<file path="src/rtl/neo_pkg.sv">
// -----------------------------------------------------------------------------
// neo_pkg
// Shared definitions for the NeoPixel frame sequencer: the four-state FSM
// encoding, strand geometry (8 pixels x 3 colour channels), index widths and
// a helper that decides whether a colour channel is selected.
// -----------------------------------------------------------------------------
package neo_pkg;

  typedef enum logic [1:0] {
    ST_IDLE = 2'd0,
    ST_LOAD = 2'd1,
    ST_SEND = 2'd2,
    ST_GAP  = 2'd3
  } neo_state_e;

  localparam int NUM_PIXELS  = 8;
  localparam int NUM_COLORS  = 3;
  localparam int COLOR_IDX_W = 2;
  localparam int PIXEL_IDX_W = 3;
  localparam int LEVEL_W     = 8;
  localparam int SEL_W       = 2;

  localparam logic [COLOR_IDX_W-1:0] COLOR_LAST = COLOR_IDX_W'(NUM_COLORS - 1);
  localparam logic [PIXEL_IDX_W-1:0] PIXEL_LAST = PIXEL_IDX_W'(NUM_PIXELS - 1);

  // color_sel value that lights every channel of the head pixel
  localparam logic [SEL_W-1:0] SEL_ALL = SEL_W'(3);

  // True when channel 'color' is lit under selection 'sel'.
  function automatic logic channel_lit(input logic [SEL_W-1:0]       sel,
                                       input logic [COLOR_IDX_W-1:0] color);
    return (sel == SEL_ALL) || (sel == color);
  endfunction

endpackage

</file>
<file path="src/rtl/neo_chase_pattern.sv">
// -----------------------------------------------------------------------------
// neo_chase_pattern
// Purely combinational level generator for the chase animation. Only the
// head pixel is lit, and only on the selected channel(s).
//
// Ports:
//   head       in  PIXEL_IDX_W  current chase head pixel
//   pixel      in  PIXEL_IDX_W  pixel being addressed
//   color      in  COLOR_IDX_W  colour channel being addressed
//   color_sel  in  SEL_W        0..2 = single channel, 3 = all channels
//   brightness in  LEVEL_W      level for lit channels
//   level      out LEVEL_W      brightness when lit, else 0
// -----------------------------------------------------------------------------
module neo_chase_pattern
  import neo_pkg::*;
(
  input  logic [PIXEL_IDX_W-1:0] head,
  input  logic [PIXEL_IDX_W-1:0] pixel,
  input  logic [COLOR_IDX_W-1:0] color,
  input  logic [SEL_W-1:0]       color_sel,
  input  logic [LEVEL_W-1:0]     brightness,
  output logic [LEVEL_W-1:0]     level
);

  always_comb begin
    level = '0;
    if ((pixel == head) && channel_lit(color_sel, color)) begin
      level = brightness;
    end
  end

endmodule

</file>
<file path="src/rtl/neo_frame_sequencer.sv">
// -----------------------------------------------------------------------------
// neo_frame_sequencer
// Drives an 8-pixel RGB strand controller with a single-pixel chase. Each
// frame loads 24 levels (pixel-major, channel-minor), issues one send, waits
// FRAME_GAP_CYCLES idle cycles, then advances the chase head and repeats
// while enable is high. Clearing enable only stops at a frame boundary.
//
// Ports:
//   clock          in   system clock, rising edge
//   reset          in   asynchronous active-high reset
//   enable         in   run frames continuously while high
//   brightness     in   [7:0] level for lit channels, captured at frame start
//   color_sel      in   [1:0] lit channel (0..2) or 3 = all, captured at frame start
//   ready_to_load  in   strand controller accepts load_color this cycle
//   ready_to_send  in   strand controller accepts send_it this cycle
//   pixel_index    out  [2:0] pixel being loaded
//   color_index    out  [1:0] channel being loaded (never 3)
//   color_level    out  [7:0] level for (pixel_index, color_index)
//   load_color     out  load strobe (LOAD state AND ready_to_load)
//   send_it        out  send strobe (SEND state AND ready_to_send)
//   busy           out  FSM not in IDLE
//   frame_count    out  [7:0] completed sends, wraps 255 -> 0
// -----------------------------------------------------------------------------
module neo_frame_sequencer
  import neo_pkg::*;
#(
  parameter int FRAME_GAP_CYCLES = 50000
) (
  input  logic                   clock,
  input  logic                   reset,
  input  logic                   enable,
  input  logic [LEVEL_W-1:0]     brightness,
  input  logic [SEL_W-1:0]       color_sel,
  input  logic                   ready_to_load,
  input  logic                   ready_to_send,
  output logic [PIXEL_IDX_W-1:0] pixel_index,
  output logic [COLOR_IDX_W-1:0] color_index,
  output logic [LEVEL_W-1:0]     color_level,
  output logic                   load_color,
  output logic                   send_it,
  output logic                   busy,
  output logic [7:0]             frame_count
);

  localparam int GAP_W = (FRAME_GAP_CYCLES > 1) ? $clog2(FRAME_GAP_CYCLES) : 1;
  localparam logic [GAP_W-1:0] GAP_RELOAD = GAP_W'(FRAME_GAP_CYCLES - 1);

  neo_state_e             state_q, state_d;
  logic [PIXEL_IDX_W-1:0] pixel_q, pixel_d;
  logic [COLOR_IDX_W-1:0] color_q, color_d;
  logic [PIXEL_IDX_W-1:0] head_q, head_d;
  logic [GAP_W-1:0]       gap_q, gap_d;
  logic [7:0]             frame_count_q, frame_count_d;
  logic [LEVEL_W-1:0]     bright_q, bright_d;
  logic [SEL_W-1:0]       sel_q, sel_d;
  logic [LEVEL_W-1:0]     level_q, level_d;
  logic                   busy_q, busy_d;

  logic load_fire;
  logic send_fire;
  logic start_frame;

  assign load_fire = (state_q == ST_LOAD) && ready_to_load;
  assign send_fire = (state_q == ST_SEND) && ready_to_send;

  always_comb begin
    state_d       = state_q;
    pixel_d       = pixel_q;
    color_d       = color_q;
    head_d        = head_q;
    gap_d         = gap_q;
    frame_count_d = frame_count_q;
    bright_d      = bright_q;
    sel_d         = sel_q;
    start_frame   = 1'b0;

    case (state_q)
      ST_IDLE: begin
        start_frame = enable;
      end

      ST_LOAD: begin
        if (load_fire) begin
          if (color_q == COLOR_LAST) begin
            color_d = '0;
            // Pixel 7 wraps to 0, leaving the counters ready for the next frame.
            pixel_d = pixel_q + 1'b1;
            if (pixel_q == PIXEL_LAST) begin
              state_d = ST_SEND;
            end
          end else begin
            color_d = color_q + 1'b1;
          end
        end
      end

      ST_SEND: begin
        if (send_fire) begin
          state_d       = ST_GAP;
          gap_d         = GAP_RELOAD;
          head_d        = head_q + 1'b1;
          frame_count_d = frame_count_q + 1'b1;
        end
      end

      ST_GAP: begin
        if (gap_q == '0) begin
          if (enable) begin
            start_frame = 1'b1;
          end else begin
            state_d = ST_IDLE;
          end
        end else begin
          gap_d = gap_q - 1'b1;
        end
      end

      default: begin
        state_d = ST_IDLE;
      end
    endcase

    // Frame start: capture the look of the whole frame so later input
    // changes cannot disturb a frame already in flight.
    if (start_frame) begin
      state_d  = ST_LOAD;
      bright_d = brightness;
      sel_d    = color_sel;
      pixel_d  = '0;
      color_d  = '0;
    end

    busy_d = (state_d != ST_IDLE);
  end

  // The level register is fed from next-state values so color_level lines up
  // with pixel_index/color_index in the same cycle.
  neo_chase_pattern u_pattern (
    .head       (head_d),
    .pixel      (pixel_d),
    .color      (color_d),
    .color_sel  (sel_d),
    .brightness (bright_d),
    .level      (level_d)
  );

  always_ff @(posedge clock or posedge reset) begin
    if (reset) begin
      state_q       <= ST_IDLE;
      pixel_q       <= '0;
      color_q       <= '0;
      head_q        <= '0;
      gap_q         <= '0;
      frame_count_q <= '0;
      bright_q      <= '0;
      sel_q         <= '0;
      level_q       <= '0;
      busy_q        <= 1'b0;
    end else begin
      state_q       <= state_d;
      pixel_q       <= pixel_d;
      color_q       <= color_d;
      head_q        <= head_d;
      gap_q         <= gap_d;
      frame_count_q <= frame_count_d;
      bright_q      <= bright_d;
      sel_q         <= sel_d;
      level_q       <= level_d;
      busy_q        <= busy_d;
    end
  end

  assign pixel_index = pixel_q;
  assign color_index = color_q;
  assign color_level = level_q;
  assign load_color  = load_fire;
  assign send_it     = send_fire;
  assign busy        = busy_q;
  assign frame_count = frame_count_q;

endmodule

</file>
<file path="config.mk">
export PLATFORM = sky130hd
export DESIGN_NAME = neo_frame_sequencer
export DESIGN_NICKNAME = d
export VERILOG_FILES = /design/src/rtl/neo_pkg.sv /design/src/rtl/neo_chase_pattern.sv /design/src/rtl/neo_frame_sequencer.sv
export SDC_FILE = /design/constraint.sdc
export NUM_CORES = 1
export LEC_CHECK = 0
export CAP_MARGIN = 20
export CORE_AREA = 10 10 95 80
export CTS_CLUSTER_DIAMETER = 100
export CTS_CLUSTER_SIZE = 14
export DETAILED_ROUTE_END_ITERATION = 7
export DIE_AREA = 0 0 105 90
export GPL_ROUTABILITY_DRIVEN = 1
export PLACE_DENSITY = 0.71
export SYNTH_ARGS = -nofsm -noshare
export SYNTH_HDL_FRONTEND = slang
export SYNTH_SLANG_ARGS = --single-unit
</file>
<file path="constraint.sdc">
create_clock -name clock -period 6.5 [get_ports clock]
set_input_delay 1.625 -clock clock [delete_from_list [all_inputs] [get_ports clock]]
set_output_delay 1.625 -clock clock [all_outputs]
set_load 0.02 [all_outputs]
</file>
Word-level counts from Yosys, hierarchy flattened
Cells that the tools add are included.
- multiplexer cells: 27
- reduce and logical (&&, ||, !) cells: 10
- equal/unequal tests: 10
- add/sub/neg operators: 5
- operators by type and width (operator ; count):
    16-bit two-way mux ; 2
    16-bit case mux with 2 select lines ; 1
    2-bit two-way mux ; 12
    3-bit two-way mux ; 6
    16-bit logical NOT ; 1
    8-bit two-way mux ; 2
    16-bit by 1-bit subtractor with 16-bit output, second input constant ; 1
    8-bit by 1-bit adder with 8-bit output, second input constant ; 1
    2-bit == test, second input constant ; 4
    3-bit by 1-bit adder with 3-bit output, second input constant ; 2
    2-bit case mux with 3 select lines ; 1
    2-bit != test, second input constant ; 2
    2-bit nonzero test ; 2
    3-bit == test ; 1
    3-bit == test, second input constant ; 1
    1-bit logical AND ; 3
    3-bit AND reduction ; 1
    2-bit by 1-bit adder with 2-bit output, second input constant ; 1
    2-bit by 1-bit == test with 1-bit output, second input constant ; 1
    2-bit == test ; 1
    2-bit logical NOT ; 1
    1-bit two-way mux ; 2
    1-bit case mux with 2 select lines ; 1
    2-bit AND reduction ; 1
    1-bit logical OR ; 1
- bits in registers: 53
- word-level logic and storage cells: 62

Depth between registers and ports, before layout
Gate-level depths: netlist (run 1).
- depth in word-level cells: 9
- gate-level depth with buffers: 9

Modules after synthesis
Synthesis (run 1) repeated with hierarchy kept, for this count alone.
- cells, all modules: 259
- area, all modules: 2914.0 um2
- modules (own cells, without submodules) (module ; cells an instance ; seq. area each (um2) ; instances ; area each (um2)):
    neo_frame_sequencer ; 241 ; 1326.3 ; 1 ; 2675.1
    neo_chase_pattern ; 18 ; 0.0 ; 1 ; 239.0

Least setup slack after synthesis (run 1)
Ideal clock, no wire load.
- path kind: input to output
- from: input ready_to_load
- to: output load_color
- cell stages on the path: 2
- setup slack: 2.977 ns
- path buffers: 0
- arrival time: 1.898 ns
- cell sequence: nand2_1 inv_1
- word-level cells in the longest chain between the ends: 1
- ends and longest elaborated chain (element ; line ; text):
    start, declared ; neo_frame_sequencer.sv:34 ; input logic ready_to_load,
    1-bit logical AND ; neo_frame_sequencer.sv:63 ; assign load_fire = (state_q == ST_LOAD) && ready_to_load;
    end, declared ; neo_frame_sequencer.sv:39 ; output logic load_color,
No other way between the ends.

Worst setup path after layout (run 1)
Same ends and word-level chain as after synthesis.

==> results.sh, run 1 <==
export IMPL_final_common_cell="dfrtp_1"
export IMPL_post_cts_resized=0
export IMPL_port_buffers=38
export IMPL_synth_xor_area_share_pct=7.12
export IMPL_endpoint_kind="output pin"
export IMPL_ys_seq_elements=53
export IMPL_cts_sinks=53
export IMPL_antennaDiodeCount=0
export IMPL_drtIter0Drc=89
export IMPL_power_leakage_nw=1.49
export IMPL_h_tree_depth=2
export IMPL_layout_drive_gt1_share_pct=6.58
export IMPL_fillCellCount=527
export IMPL_cts_made_buffers=5
export IMPL_ctsHoldBuffers=0
export IMPL_ys_seq_area_share_pct=50.0
export IMPL_area_growth_pct=21.7
export IMPL_final_area_um2=3230
export IMPL_dpl_instance_area_um2=3140
export IMPL_die_x_um=105
export IMPL_setup_violations=0
export IMPL_critPathLaunchType="primary input"
export IMPL_period_needed_ns=4.66
export IMPL_rsz0062_at_grt="false"
export IMPL_cp_arrival_ns=3.04
export IMPL_insertion_delay_ns=0.31
export IMPL_io_pins=39
export IMPL_wl_per_cell_um=14.6
export IMPL_synthCells=259
export IMPL_clockBufferDepth=2
export IMPL_grt_pass1_vias=2018
export IMPL_path_max_fanout=7
export IMPL_min_path_type="flip-flop to flip-flop"
export IMPL_gp_congestion=0.802
export IMPL_maxCapViolCount=0
export IMPL_grt_max_degree=54
export IMPL_power_density_nw_per_um2=307
export IMPL_yosys_area_share_simple_pct=21.6
export IMPL_synth_flop_cell="dfrtp_1"
export IMPL_dieArea_um2=9450
export IMPL_muxShareOfSynthArea_pct=3.72
export IMPL_final_cell_mix="dfrtp_1, nand2_1, clkdlybuf4s50_1"
export IMPL_start_util_pct=46.1
export IMPL_postSynth_asyncResetShare_pct=100
export IMPL_wl_mm=5.62
export IMPL_antenna_found_initial=0
export IMPL_status="finished, final reports clean"
export IMPL_hpwlAfterDp_mm=4.12
export IMPL_synth_nets=285
export IMPL_grt_usage_pct=12.5
export IMPL_die_h_um=90
export IMPL_postRouteAntennaNets=0
export IMPL_yosys_warnings=0
export IMPL_netlist_cell_type_count=50
export IMPL_grt_pass1_wl_mm=9.89
export IMPL_nets=329
export IMPL_synth_compound_area_share_pct=10.1
export IMPL_synth_area_um2=2660
export IMPL_ir_drop_v=0.000216
export IMPL_max_freq_mhz=214
export IMPL_worstSetupPathType="primary input to output pin"
export IMPL_cts_setup_buffers=0
export IMPL_hold_violations=0
export IMPL_synth_top_family_by_area="simple AND/OR/NAND/NOR gates"
export IMPL_synth_edf_count=0
export IMPL_worst_pin_slew_ns=0.655
export IMPL_synthAdderAreaFrac_pct=5.18
export IMPL_drt_drc_violations_left=0
export IMPL_clkTransAtPathRegs_ns=0.10
export IMPL_max_slew_margin_pct=56.4
export IMPL_grt_remaining_overflow=0
export IMPL_slew_violations=0
export IMPL_vias_per_cell=5.23
export IMPL_drt_pass1_iter_count=5
export IMPL_cts_tree="built"
export IMPL_synth_avg_cell_area_um2=10.3
export IMPL_worstPathRequired_ns=4.88
export IMPL_rows=25
export IMPL_root_buffer="clkbuf_8"
export IMPL_vias=2013
export IMPL_core_um2=5760
export IMPL_fin_skew_ns=0.00700
export IMPL_fin_crit_sh_pct=71.8
export IMPL_finalSetupTns_ns=0
## flip-flops by register name, summed over array words and instances, names as in the netlist
name,flops
color_index,2
pixel_index,3
head_q,3
busy,1
sel_q,2
state_q,2
gap_q,16
frame_count,8
color_level,8
bright_q,8
## layer usage
metal / global-route usage, % / share of wire, %
met5: 0 / 0
met2: 18.8 / 45
met4: 5.48 / 1.7
met1: 16.6 / 49
met3: 2.85 / 4.6
## path summary, 6_finish.rpt
path / slack [ns] / to / start / cells after the start
hold reg to reg: 0.48 / frame_count[7] / frame_count[7] / 1
hold / removal: 0.48 / frame_count[7] / frame_count[7] / 1
setup / recovery: 1.84 / load_color / ready_to_load / 4
setup reg to reg: 3.63 / color_level[4] / gap_q[0] / 9
min in group asynchronous: 1.80 / frame_count[5] / reset / 3
max in group asynchronous: 4.26 / state_q[1] / reset / 3
## Yosys cell counts (4+ instances only)
library cell   n  area (um2)
a21oi_1       15        75.1
dfrtp_1       53        1330
ha_1          11         138
inv_1         10        37.5
mux2_1         6        67.6
nand2_1       40         150
nand3_1        7        35.0
nand4_1        5        31.3
nor2_1        25        93.8
nor3_1         6        30.0
nor4_1         5        31.3
o21ai_0        9        45.0
or3_1          4        25.0
xnor2_1       15         131
xor2_1         4        35.0
## per-stage QoR
stage	worst slack [ns]	power, W	cells	util [%]	hold WS (ns)
finish	1.84	0.000992	385	56.2	0.477
global route	1.77	0.00106	385	56.2	0.503
CTS	1.84	0.00101	385	56.2	0.480
detailed placement	1.85	0.000815	377	54.6	0.464
global placement	1.87	0.000803	377	54.6	0.459
floorplan	2.98	0.000680	259	-	0.446
## worst max-delay path, stage by stage
cell and delay (ns):
clkdlybuf4s50_1 0.54, nand2_1 0.18, inv_1 0.09, clkdlybuf4s50_1 0.60
## power by group
part	leakage [nW]	total, W	internal [W]	switching [W]
registers	0.696	0.000434	0.000395	0.0000391
clock network	0.0364	0.000187	0.0000757	0.000112
logic	0.762	0.000371	0.000165	0.000206
total	1.49	0.000992	0.000635	0.000356
## cell families (layout without fill, tap and decap cells)
| kind of cell | count (synthesis) | in the layout |
|---|---|---|
| AND/OR/NAND/NOR | 113 | 113 |
| flip-flops | 53 | 53 |
| AO/OA/AOI/OAI | 39 | 39 |
| XOR/XNOR | 20 | 20 |
| buffers and inverters | 14 | 59 |
| adder cells (fa/ha/maj) | 11 | 11 |
| multiplexers | 9 | 9 |
## area by class of cell
class                      instances  area (um2)  share of cell area, %
multi-input combinational        192        1270                   39.3
clock buffer                       5        68.8                   2.13
sequential                        53        1330                   41.0
tap                               81         101                   3.14
inverter                          11        46.3                   1.43
clock inverter                     3        22.5                  0.697
timing repair buffer              40         395                   12.2
Power figures use the tool's default switching activity.
==> inputs of run 2 (changes only) <==
- clock period: 6.5 -> 4.7 ns (I/O delays scaled with it)
==> results.sh, run 2 (same netlist as run 1, synthesis figures left out) <==
export IMPL_wl_per_cell_um=14.5
export IMPL_max_stage_delay_ns=0.60
export IMPL_met3WireLength_um=302
export IMPL_critPathLaunchType="primary input"
export IMPL_insertion_delay_ns=0.31
export IMPL_grt_usage_pct=12.2
export IMPL_grt_pass1_vias=1996
export IMPL_hold_depth=1
export IMPL_cts_made_buffers=5
export IMPL_post_cts_resized=0
export IMPL_rows=25
export IMPL_status="finished, final reports clean"
export IMPL_maxCapViolCount=0
export IMPL_port_buffers=38
export IMPL_die_x_um=105
export IMPL_layout_cells_non_filler=385
export IMPL_dieArea_um2=9450
export IMPL_finalSetupTns_ns=0
export IMPL_ir_drop_v=0.000234
export IMPL_layout_setup_ws_ns=0.929
export IMPL_final_common_cell="dfrtp_1"
export IMPL_hpwlAfterDp_mm=4.17
export IMPL_fillCellCount=540
export IMPL_pre_cts_ws_ns=0.938
export IMPL_ctsHoldBuffers=0
export IMPL_clockBufferDepth=2
export IMPL_worstPathRequired_ns=3.52
export IMPL_max_freq_mhz=265
export IMPL_cp_arrival_ns=2.60
export IMPL_hold_violations=0
export IMPL_core_um2=5760
export IMPL_reg2reg_to="color_level[6]"
export IMPL_gp_congestion=0.794
export IMPL_grt_remaining_overflow=0
export IMPL_drtIter0Drc=76
export IMPL_endpoint_kind="output pin"
export IMPL_cts_sinks=53
export IMPL_period_needed_ns=3.77
export IMPL_cp_top_family="buffers and inverters"
export IMPL_worst_path_buf_inv=3
export IMPL_final_util_pct=56.3
export IMPL_postRouteAntennaNets=0
export IMPL_die_h_um=90
export IMPL_vias=2037
export IMPL_drt_pass1_iter_count=4
export IMPL_grt_pass1_wl_mm=9.76
export IMPL_root_buffer="clkbuf_8"
export IMPL_hold_path_endpoint="frame_count[7]"
export IMPL_final_cell_mix="dfrtp_1, nand2_1, clkdlybuf4s50_1"
export IMPL_r2r_cells=9
export IMPL_wl_met2_mm=2.55
export IMPL_worst_pin_slew_ns=0.560
export IMPL_slew_violations=0
export IMPL_grt_max_degree=42
export IMPL_io_pins=39
export IMPL_clkTransAtPathRegs_ns=0.09
export IMPL_fin_skew_ns=0.0113
export IMPL_wl_mm=5.58
export IMPL_h_tree_depth=2
export IMPL_antennaDiodeCount=0
export IMPL_post_place_cells=377
export IMPL_slowest_stage="clkdlybuf4s50_1"
export IMPL_cts_tree="built"
export IMPL_drt_drc_violations_left=0
export IMPL_cts_setup_buffers=0
export IMPL_area_growth_pct=22.1
export IMPL_nets=329
export IMPL_max_slew_margin_pct=62.7
export IMPL_crit_path_frequent_cell="clkdlybuf4s50_1"
export IMPL_antenna_found_initial=0
export IMPL_layout_drive_gt1_share_pct=6.25
export IMPL_fin_crit_sh_pct=80.2
export IMPL_min_from="frame_count[7]"
export IMPL_p_total_w=0.00137
export IMPL_ff2ff_setup_slack_ns=1.83
export IMPL_multi_input_area_um2=1270
export IMPL_seqCellArea_um2=1330
export IMPL_worstPathCellList="clkdlybuf4s50_1 > nand2_1 > inv_1 > clkdlybuf4s50_1"
export IMPL_vias_per_cell=5.29
export IMPL_largest_register="gap_q"
export IMPL_setup_violations=0
export IMPL_min_path_type="flip-flop to flip-flop"
export IMPL_highest_layer="met4"
export IMPL_power_leakage_nw=1.50
export IMPL_power_density_nw_per_um2=421
export IMPL_largest_reg_flops=16
export IMPL_rsz0062_at_grt="false"
export IMPL_path_max_fanout=7
export IMPL_r2r_start="gap_q[0]"
export IMPL_worstSetupPathType="primary input to output pin"
export IMPL_drt_met1_wl_mm=2.66
export IMPL_start_util_pct=46.1
run 2: cell types whose count changed in the layout (fill, tap and decap cells not counted), sizes merged:
cell / before / now
clkbuf: 5 / 6
clkinvlp: 3 / 2
run 2: how the worst max path moves through the flow:
stage / start / to / slack [ns] / cells past startpoint
after floorplan: ready_to_send / color_level[0] / 1.89 / 7
after global routing: ready_to_load / load_color / 0.84 / 4
after detailed placement: ready_to_load / load_color / 0.94 / 4
after CTS: ready_to_load / load_color / 0.93 / 4
final: ready_to_load / load_color / 0.93 / 4
after global placement: ready_to_load / load_color / 0.97 / 4
run 2: cell type report:
cell class,instances,area share [%]
sequential,53,40.9
timing repair buffer,40,12.6
inverter,11,1.43
multi-input combinational,192,39.2
clock inverter,2,0.463
tap,81,3.13
clock buffer,6,2.24
run 2: per-stage QoR:
stage                     hold slack, ns  cell area, um2
after detailed placement           0.464            3150
after global placement             0.459            3130
after global routing               0.502            3240
after CTS                          0.479            3240
after floorplan                    0.446            2660
final                              0.473            3240
run 2: report_power, final:
part | leakage (nW) | internal [W] | switching [W]
clock network | 0.0374 | 0.000105 | 0.000151
registers | 0.696 | 0.000546 | 0.0000534
logic | 0.767 | 0.000229 | 0.000281
total | 1.50 | 0.000880 | 0.000485
run 2: worst reg2reg max path: cells and delay by family, from the launching register on:
kind,cells,cell delay [ns]
AOI/OAI and AO/OA,2,0.85
buffers and inverters,2,0.45
and+or+nand+nor,4,0.84
DFF,1,0.41
adders and majority gates,1,0.19
run 2: metal layers:
metal / global-route usage, % / up-vias
met4: 3.88 / 0
met3: 3.35 / 5
li1: - / 1003
met2: 18.4 / 43
met5: 0 / -
met1: 16.5 / 986
